**src/rtl/crc_pkg.sv**
```systemverilog
// Shared types and constants for the bit-serial CRC-8 frame sequencer.
package crc_pkg;
    localparam int DATA_W     = 8;
    localparam int CRC_WIDTH  = 8;
    localparam int CNT_W      = $clog2(DATA_W);
    localparam logic [CRC_WIDTH-1:0] DEF_POLY = 8'h07;
    localparam logic [CRC_WIDTH-1:0] DEF_SEED = 8'h00;

    typedef enum logic [1:0] {
        IDLE  = 2'd0,
        SHIFT = 2'd1,
        GAP   = 2'd2,
        OUT   = 2'd3
    } state_e;
endpackage

```
**src/rtl/crc8_lfsr.sv**
```systemverilog
// MSB-first serial CRC LFSR: init loads SEED, en absorbs one bit per clock.
module crc8_lfsr
    import crc_pkg::*;
#(
    parameter logic [CRC_WIDTH-1:0] POLY = DEF_POLY,
    parameter logic [CRC_WIDTH-1:0] SEED = DEF_SEED
) (
    input  logic                 clk,
    input  logic                 rst,
    input  logic                 init,
    input  logic                 en,
    input  logic                 bit_in,
    output logic [CRC_WIDTH-1:0] lfsr_q
);
    logic                 fb;
    logic [CRC_WIDTH-1:0] lfsr_d;

    always_comb begin
        fb     = lfsr_q[CRC_WIDTH-1] ^ bit_in;
        lfsr_d = lfsr_q;
        if (init) begin
            lfsr_d = SEED;
        end else if (en) begin
            lfsr_d = {lfsr_q[CRC_WIDTH-2:0], 1'b0} ^ (fb ? POLY : '0);
        end
    end

    always_ff @(posedge clk or posedge rst) begin
        if (rst) begin
            lfsr_q <= SEED;
        end else begin
            lfsr_q <= lfsr_d;
        end
    end
endmodule

```
**src/rtl/crc_frame_ctrl.sv**
```systemverilog
// Byte-to-serial CRC-8 frame sequencer; CRC_PARALLEL_OUT_EN adds a parallel
// crc_byte/crc_byte_valid result port alongside the serial output.
module crc_frame_ctrl
    import crc_pkg::*;
#(
    parameter int                   DATA_WIDTH = 8,
    parameter int                   CRC_WIDTH  = crc_pkg::CRC_WIDTH,
    parameter logic [CRC_WIDTH-1:0] POLY       = DEF_POLY,
    parameter logic [CRC_WIDTH-1:0] SEED       = DEF_SEED
) (
    input  logic                  clk,
    input  logic                  rst,
    input  logic                  in_valid,
    input  logic [DATA_WIDTH-1:0] in_data,
    input  logic                  in_last,
    output logic                  in_ready,
    output logic                  CRC,
    output logic                  valid,
    output logic                  done_tick,
`ifdef CRC_PARALLEL_OUT_EN
    output logic [CRC_WIDTH-1:0]  crc_byte,
    output logic                  crc_byte_valid,
`endif
    output logic                  busy
);
    localparam logic [CNT_W-1:0] CNT_MAX = CNT_W'(DATA_WIDTH - 1);

    state_e                  state_q, state_d;
    logic [CNT_W-1:0]        bit_cnt_q, bit_cnt_d;
    logic [DATA_WIDTH-1:0]   byte_q, byte_d;
    logic                    last_q, last_d;
    logic                    crc_q, crc_d;
    logic                    valid_q, valid_d;
    logic                    done_q, done_d;
    logic                    accept;
    logic                    lfsr_init, lfsr_en;
    logic [CRC_WIDTH-1:0]    lfsr_q;

    crc8_lfsr #(
        .POLY (POLY),
        .SEED (SEED)
    ) u_lfsr (
        .clk    (clk),
        .rst    (rst),
        .init   (lfsr_init),
        .en     (lfsr_en),
        .bit_in (byte_q[~bit_cnt_q]),
        .lfsr_q (lfsr_q)
    );

    always_comb begin
        state_d   = state_q;
        bit_cnt_d = bit_cnt_q;
        byte_d    = byte_q;
        last_d    = last_q;
        lfsr_init = 1'b0;
        lfsr_en   = 1'b0;
        in_ready  = (state_q == IDLE) || (state_q == GAP);
        busy      = (state_q != IDLE);
        accept    = in_valid & in_ready;

        case (state_q)
            IDLE, GAP: begin
                if (accept) begin
                    lfsr_init = (state_q == IDLE);
                    byte_d    = in_data;
                    last_d    = in_last;
                    bit_cnt_d = '0;
                    state_d   = SHIFT;
                end
            end
            SHIFT: begin
                lfsr_en   = 1'b1;
                bit_cnt_d = bit_cnt_q + 1'b1;
                if (bit_cnt_q == CNT_MAX) begin
                    state_d = last_q ? OUT : GAP;
                end
            end
            OUT: begin
                bit_cnt_d = bit_cnt_q + 1'b1;
                if (bit_cnt_q == CNT_MAX) begin
                    state_d = IDLE;
                end
            end
            default: state_d = IDLE;
        endcase

        // Serial outputs trail the OUT state by one register stage; done fires
        // the cycle after the final valid bit.
        valid_d = (state_q == OUT);
        crc_d   = (state_q == OUT) ? lfsr_q[~bit_cnt_q] : 1'b0;
        done_d  = valid_q && (state_q != OUT);
    end

    always_ff @(posedge clk or posedge rst) begin
        if (rst) begin
            state_q   <= IDLE;
            bit_cnt_q <= '0;
            byte_q    <= '0;
            last_q    <= 1'b0;
            crc_q     <= 1'b0;
            valid_q   <= 1'b0;
            done_q    <= 1'b0;
        end else begin
            state_q   <= state_d;
            bit_cnt_q <= bit_cnt_d;
            byte_q    <= byte_d;
            last_q    <= last_d;
            crc_q     <= crc_d;
            valid_q   <= valid_d;
            done_q    <= done_d;
        end
    end

    assign CRC       = crc_q;
    assign valid     = valid_q;
    assign done_tick = done_q;

`ifdef CRC_PARALLEL_OUT_EN
    logic [CRC_WIDTH-1:0] crc_byte_q;
    logic                 crc_byte_valid_q;

    always_ff @(posedge clk or posedge rst) begin
        if (rst) begin
            crc_byte_q       <= '0;
            crc_byte_valid_q <= 1'b0;
        end else begin
            crc_byte_valid_q <= (state_q == OUT) && (bit_cnt_q == '0);
            if ((state_q == OUT) && (bit_cnt_q == '0)) begin
                crc_byte_q <= lfsr_q;
            end
        end
    end

    assign crc_byte       = crc_byte_q;
    assign crc_byte_valid = crc_byte_valid_q;
`endif
endmodule
```
**config.mk**
```make
export PLATFORM = sky130hd
export DESIGN_NAME = crc_frame_ctrl
export DESIGN_NICKNAME = d
export VERILOG_FILES = /design/src/rtl/crc_pkg.sv /design/src/rtl/crc8_lfsr.sv /design/src/rtl/crc_frame_ctrl.sv
export SDC_FILE = /design/constraint.sdc
export NUM_CORES = 1
export LEC_CHECK = 0
export BUFFER_PORTS_ARGS = -buffer_cell sky130_fd_sc_hd__buf_2
export CAP_MARGIN = 20
export CORE_UTILIZATION = 54
export DETAILED_ROUTE_END_ITERATION = 6
export PLACE_DENSITY = 0.85
export SLEW_MARGIN = 10
export SYNTH_ARGS = -nofsm -noshare
export SYNTH_HDL_FRONTEND = slang
export SYNTH_SLANG_ARGS = --single-unit
```
**constraint.sdc**
```tcl
create_clock -name clk -period 2 [get_ports clk]
set_input_delay 0.3 -clock clk [delete_from_list [all_inputs] [get_ports clk]]
set_output_delay 0.3 -clock clk [all_outputs]
set_load 0.005 [all_outputs]
```
==> results of run 1 <==
[tightest hold or removal path: cells and delay by family]
family	cells	cell delay, ns
buffers and inverters	3	0.42
[cell usage in the layout, fill, tap and decap left out, drive strengths merged]
cell / count
a22o: 8
a31oi: 1
and2: 1
buf: 19
clkbuf: 3
clkinv: 1
dfrtp: 25
ha: 2
inv: 2
mux2: 9
mux2i: 2
mux4: 4
nand2: 6
nand2b: 1
nor2: 2
nor2b: 3
o21ai: 3
o22ai: 1
or2: 2
xnor2: 4
xor2: 2
[worst min-delay path by stage]
stage	to	slack, ns	cells after the start
detailed placement	byte_q[6]	0.36	3
CTS	byte_q[3]	0.01	3
finish	byte_q[3]	-0.004	3
floorplan	CRC	0.33	1
global route	byte_q[6]	0.01	3
global placement	byte_q[6]	0.35	3
[per-layer routing]
metal / up-vias / global-route usage / part of all wire
li1: 328 / - / -
met1: 366 / 0.233 / 0.39
met2: 19 / 0.375 / 0.56
met3: 4 / 0.0340 / 0.031
met4: 0 / 0.0889 / 0.014
met5: - / 0 / 0
[stage by stage]
step	setup slack, ns	total power, mW
floorplan	0.423	1.76
global placement	0.375	1.95
detailed placement	0.308	2.04
CTS	0.287	2.25
global route	0.200	2.40
finish	0.303	2.24
[registers in the layout, summed over array words and instances (netlist names)]
| name | count |
|---|---|
| byte_q | 8 |
| CRC | 1 |
| done_tick | 1 |
| state_q | 2 |
| u_lfsr.lfsr_q | 8 |
| last_q | 1 |
| valid | 1 |
| bit_cnt_q | 3 |
[cell families after synthesis]
kind of cell	share of synthesized area
fa+ha+maj	0.0223
simple gates	0.0659
flops	0.558
buf+inv	0.0134
compound gates	0.0871
mux	0.206
xor+xnor	0.0469
[cell usage after synthesis, types with 2 or more instances]
master	instances
nand2_1	6
nor2b_1	3
ha_1	2
a22o_1	8
mux4_1	2
xor2_1	2
clkbuf_1	2
o21ai_0	3
xnor2_1	4
dfrtp_1	25
or2_2	2
inv_1	2
mux2_2	9
mux4_2	2
nor2_1	2
[power by group through the flow]
stage / clock, mW / combinational, mW / sequential (mW)
global placement: 0 / 0.978 / 0.972
detailed placement: 0 / 1.04 / 0.991
global route: 0.248 / 1.14 / 1.01
CTS: 0.224 / 1.05 / 0.979
floorplan: 0 / 0.832 / 0.931
finish: 0.224 / 1.04 / 0.979
[final cells by class]
cell class | instances | area share
Inverter | 2 | 0.00588
Timing Repair Buffer | 19 | 0.0803
Tap cell | 27 | 0.0264
Clock buffer | 3 | 0.0176
Sequential cell | 25 | 0.490
Multi-Input combinational cell | 51 | 0.376
Clock inverter | 1 | 0.00392
==> results_dict.tcl, run 1 <==
set metrics [dict create \
    grt_max_degree 26 \
    regToRegEndpoint "u_lfsr.lfsr_q[0]" \
    crit_cells 4 \
    synth_cell_type_count 21 \
    rows 16 \
    synth_top_area_share 0.558 \
    r2r_start "bit_cnt_q[0]" \
    fin_area_mm2 0.00128 \
    nNetsFinal 116 \
    cpPeakStageDelay_ns 0.57 \
    clkTransAtPathRegs_ns 0.13 \
    power_frac_seq 0.437 \
    synthToLayoutAreaGrowth_pct 14.0 \
    tightest_slew_ns 0.516 \
    cts.repair.resized 0 \
    leakage_nw 0.605 \
    grt_pass1_vias 675 \
    violations "design-rule violations, negative hold slack" \
    skew_ns 0.00359 \
    initial_core_util 0.571 \
    required_ns 2.22 \
    clk_latency_ns 0.32 \
    p_sw_mw 0.794 \
    drtAntennaViolNets 0 \
    hp-class "in -> async" \
    critPathKind "reg -> reg" \
    die_y_um 47.6 \
    sw_frac_of_total 0.355 \
    drtIter0Drc 9 \
    clkPwrFrac 0.100 \
    grt_pass1_wl_mm 3.02 \
    wire_per_inst_um 15.1 \
    drcViolationCount 1 \
    avgSynthCellArea_um2 14.0 \
    antenna_found_initial 0 \
    port_buffers 16 \
    r2r_slack_ns 0.30 \
    finalMaxSlewViolations 0 \
    dp_hpwl_mm 1.46 \
    core_area_mm2 0.00196 \
    synth_edf_count 0 \
    syn_nets 94 \
    cap_violations 0 \
    crit_end "u_lfsr.lfsr_q[0]" \
    ys_seq_elements 25 \
    cp.arrival_ns 1.91 \
    cp_slowest_cell "mux4_2" \
    grt_usage 0.204 \
    reg2reg_depth 4 \
    crit_family "multiplexers" \
    path_cells "mux4_2 -> mux2i_4 -> xnor2_1 -> a22o_1" \
    syn_inst 80 \
    cts_buffers 3 \
    gp_congestion 0.819 \
    timing.fmax_ghz 0.589 \
    path_max_fanout 7 \
    vias_per_cell 5.60 \
    grt_overflow 0 \
    p_comb_frac 0.463 \
    yosys-top-cells-area "dfrtp_1, mux2_2, a22o_1" \
    path_buf_inv 0 \
    status "complete, but fails checks" \
    h-tree-depth 1 \
    cp-end-kind "flip-flop" \
    cts_tree "done" \
    ys_warn_count 0 \
    pin_count 17 \
    drive_gt1_frac 0.366 \
    holdWs_ns -0.00432 \
    clock-sinks 25 \
    setup_tns_ns 0 \
    die_x_um 47.6 \
    diodes 0 \
    dieArea_mm2 0.00226 \
    slew_headroom 0.655 \
    post_dp_cell_area_mm2 0.00125 \
    intPower_mw 1.44 \
    multiInputGateArea_um2 480 \
    final_core_util 0.651 \
    postCtsSetupRepairBufs 0 \
    async_flop_share 1.00 \
    clk_path_buf_depth 2 \
    setup_viol 0 \
    post-route-min-period_ns 1.70 \
    postRouteWirelength_mm 1.93 \
    fin_crit_sh 0.849 \
    syn_area_mm2 0.00112 \
    synth_ff_type "dfrtp_1" \
    power_density_mw_per_mm2 1750 \
    hold_buffers 0 \
    finalHoldViolCount 12 \
    yosysSeqAreaShare 0.558 \
    fillCellCount 171 \
    seq_area_um2 626 \
    yosysTopAreaCell "dfrtp_1" \
    final_cells 128 \
    startpoint_type "flip-flop" \
    dr.pass1.iters 6 \
    dp_cells 124 \
    vdd_drop_max_v 0.00107 \
    root_buffer "clkbuf_4" \
    startpoint "bit_cnt_q[0]" \
    via_count 717 \
    rsz0062_at_grt "no" \
]
Note: power is estimated with default switching activity, not from simulation.
==> run 2: changes to the inputs <==
--- a/config.mk
+++ b/config.mk
@@ -7,9 +7,9 @@
 export LEC_CHECK = 0
 export BUFFER_PORTS_ARGS = -buffer_cell sky130_fd_sc_hd__buf_2
 export CAP_MARGIN = 20
-export CORE_UTILIZATION = 54
+export CORE_UTILIZATION = 49
 export DETAILED_ROUTE_END_ITERATION = 6
-export PLACE_DENSITY = 0.85
+export PLACE_DENSITY = 0.82
 export SLEW_MARGIN = 10
 export SYNTH_ARGS = -nofsm -noshare
 export SYNTH_HDL_FRONTEND = slang
==> constraint.sdc (replaced) <==
create_clock -name clk -period 1.51 [get_ports clk]
set_input_delay 0.2265 -clock clk [delete_from_list [all_inputs] [get_ports clk]]
set_output_delay 0.2265 -clock clk [all_outputs]
set_load 0.005 [all_outputs]
==> run 2 against run 1 <==
- the run now ends clean
- sequential cell count stayed put
- total power is 34% higher
- core utilization is 1.5 points lower
- hold slack better by 0.15 ns
- critical path depth stayed put
- final cell count is 3.1% higher
- count of clock-buffer cells in the layout is 1 higher
- fmax is 14% higher
- highest routed layer unchanged
- register-to-register slack worse by 0.28 ns
- critical path type unchanged
- non-clock buffer count is 4 higher
- global-route usage is 2.1 points lower
==> results_dict.tcl, run 2 (synthesis results as in run 1) <==
set metrics [dict create \
    status "finished clean" \
    clkTransAtPathRegs_ns 0.12 \
    tightest_slew_ns 0.311 \
    worstHoldStart "in_data[0]" \
    hp-class "in -> reg" \
    drtAntennaViolNets 0 \
    wl_met3_um 54 \
    holdWs_ns 0.141 \
    power_density_mw_per_mm2 2290 \
    final_cells 132 \
    wl_met2_um 924 \
    path_max_fanout 3 \
    pin_count 17 \
    nNetsFinal 120 \
    timing.fmax_ghz 0.670 \
    dp_cells 127 \
    gp_congestion 0.762 \
    vdd_drop_max_v 0.00140 \
    clk_latency_ns 0.30 \
    die_y_um 49.8 \
    root_buffer "clkbuf_4" \
    routed.top_layer "met4" \
    vias_per_cell 5.39 \
    dr.pass1.iters 4 \
    grt_usage 0.183 \
    finalHoldViolCount 0 \
    postRouteWirelength_mm 1.88 \
    finalMaxSlewViolations 0 \
    die_x_um 49.8 \
    grt_overflow 0 \
    reg_top3 "byte_q x8, u_lfsr.lfsr_q x8, bit_cnt_q x3" \
    h-tree-depth 1 \
    met1_length_um 882 \
    synthToLayoutAreaGrowth_pct 17.0 \
    cp-end-kind "flip-flop" \
    cap_violations 0 \
    wire_per_inst_um 14.2 \
    clock-sinks 25 \
    skew_ns 0.00117 \
    drtIter0Drc 4 \
    clk_path_buf_depth 2 \
    port_buffers 16 \
    critPathKind "reg -> reg" \
    antenna_found_initial 0 \
    dp_hpwl_mm 1.40 \
    fin_crit_sh 0.988 \
    grt_max_degree 26 \
    required_ns 1.72 \
    core_area_mm2 0.00206 \
    drive_gt1_frac 0.390 \
    diodes 0 \
    via_count 712 \
    slew_headroom 0.792 \
    dieArea_mm2 0.00248 \
    post-route-min-period_ns 1.49 \
    cp.arrival_ns 1.70 \
    setup_viol 0 \
    cts_buffers 3 \
    grt_pass1_vias 763 \
    final_cell_mix "dfrtp_1, buf_2, mux2_2, a22o_1" \
    leakage_nw 0.619 \
    grt_pass1_wl_mm 3.39 \
    startpoint "bit_cnt_q[2]" \
    startpoint_type "flip-flop" \
    rows 16 \
    rsz0062_at_grt "yes" \
    drcViolationCount 0 \
    final_common_cell "dfrtp_1" \
    cts_tree "done" \
    initial_core_util 0.544 \
    r2r_start "bit_cnt_q[2]" \
]
run 2: cell types whose count changed in the layout (fill, tap and decap cells not counted):
cell           delta
dfrtp_1           -2
clkbuf_1          +1
clkinv_2          -1
dlygate4sd3_1     +1
buf_4             +3
dfrtp_2           +2
run 2: layer usage:
layer,vias up,GRT usage
li1,340,-
met1,354,0.242
met2,16,0.293
met3,2,0.0401
met4,0,0.0714
met5,-,0
run 2: path summary, 6_finish.rpt:
kind | endpoint | slack (ns) | cells past startpoint
hold reg to reg | byte_q[4] | 0.52 | 1
hold / removal | byte_q[0] | 0.14 | 2
setup reg to reg | u_lfsr.lfsr_q[0] | 0.02 | 4
max in group asynchronous | bit_cnt_q[0] | 0.77 | 4
min in group asynchronous | byte_q[6] | 0.49 | 4
setup / recovery | u_lfsr.lfsr_q[0] | 0.02 | 4
run 2: repair_timing:
item | CTS | global route
endpoints found under the hold margin | 25 | 0
gates resized for setup | 0 | 1
setup buffers | 0 | 0
pin swaps | 1 | 0
hold buffers | 1 | 0
endpoints found under the setup margin | 1 | 4
run 2: cell type report:
cell class	count	area, um2
Fill cell	155	751
Sequential cell	25	628
Multi-Input combinational cell	51	480
Timing Repair Buffer	23	135
Tap cell	27	33.8
Clock buffer	4	26.3
Inverter	2	7.51
run 2: where the power goes:
part           total [mW]  internal [mW]  leakage [nW]  switching [mW]
Combinational        1.47          0.869         0.300           0.600
Sequential           1.25           1.01         0.305           0.242
Clock               0.285          0.103        0.0150           0.182
run 2: metrics by stage:
step / TNS (ns) / utilization / worst slack [ns] / cell area (um2) / total power, mW
2_1_floorplan: -0.0271 / - / -0.0172 / 1120 / 2.34
3_3_place_gp: 0 / 0.618 / 0.0512 / 1270 / 2.66
3_5_place_dp: 0 / 0.618 / 0.00918 / 1270 / 2.75
4_1_cts: 0 / 0.635 / 0.00501 / 1310 / 3.03
5_1_grt: -0.149 / 0.636 / -0.0581 / 1310 / 3.26
6_report: 0 / 0.636 / 0.0181 / 1310 / 3.00
run 2: critical path, cell delays in order, from the launching register on:
cell and delay [ns]:
dfrtp_1 0.39, mux4_2 0.53, mux2i_4 0.21, xnor2_1 0.09, a22o_1 0.18
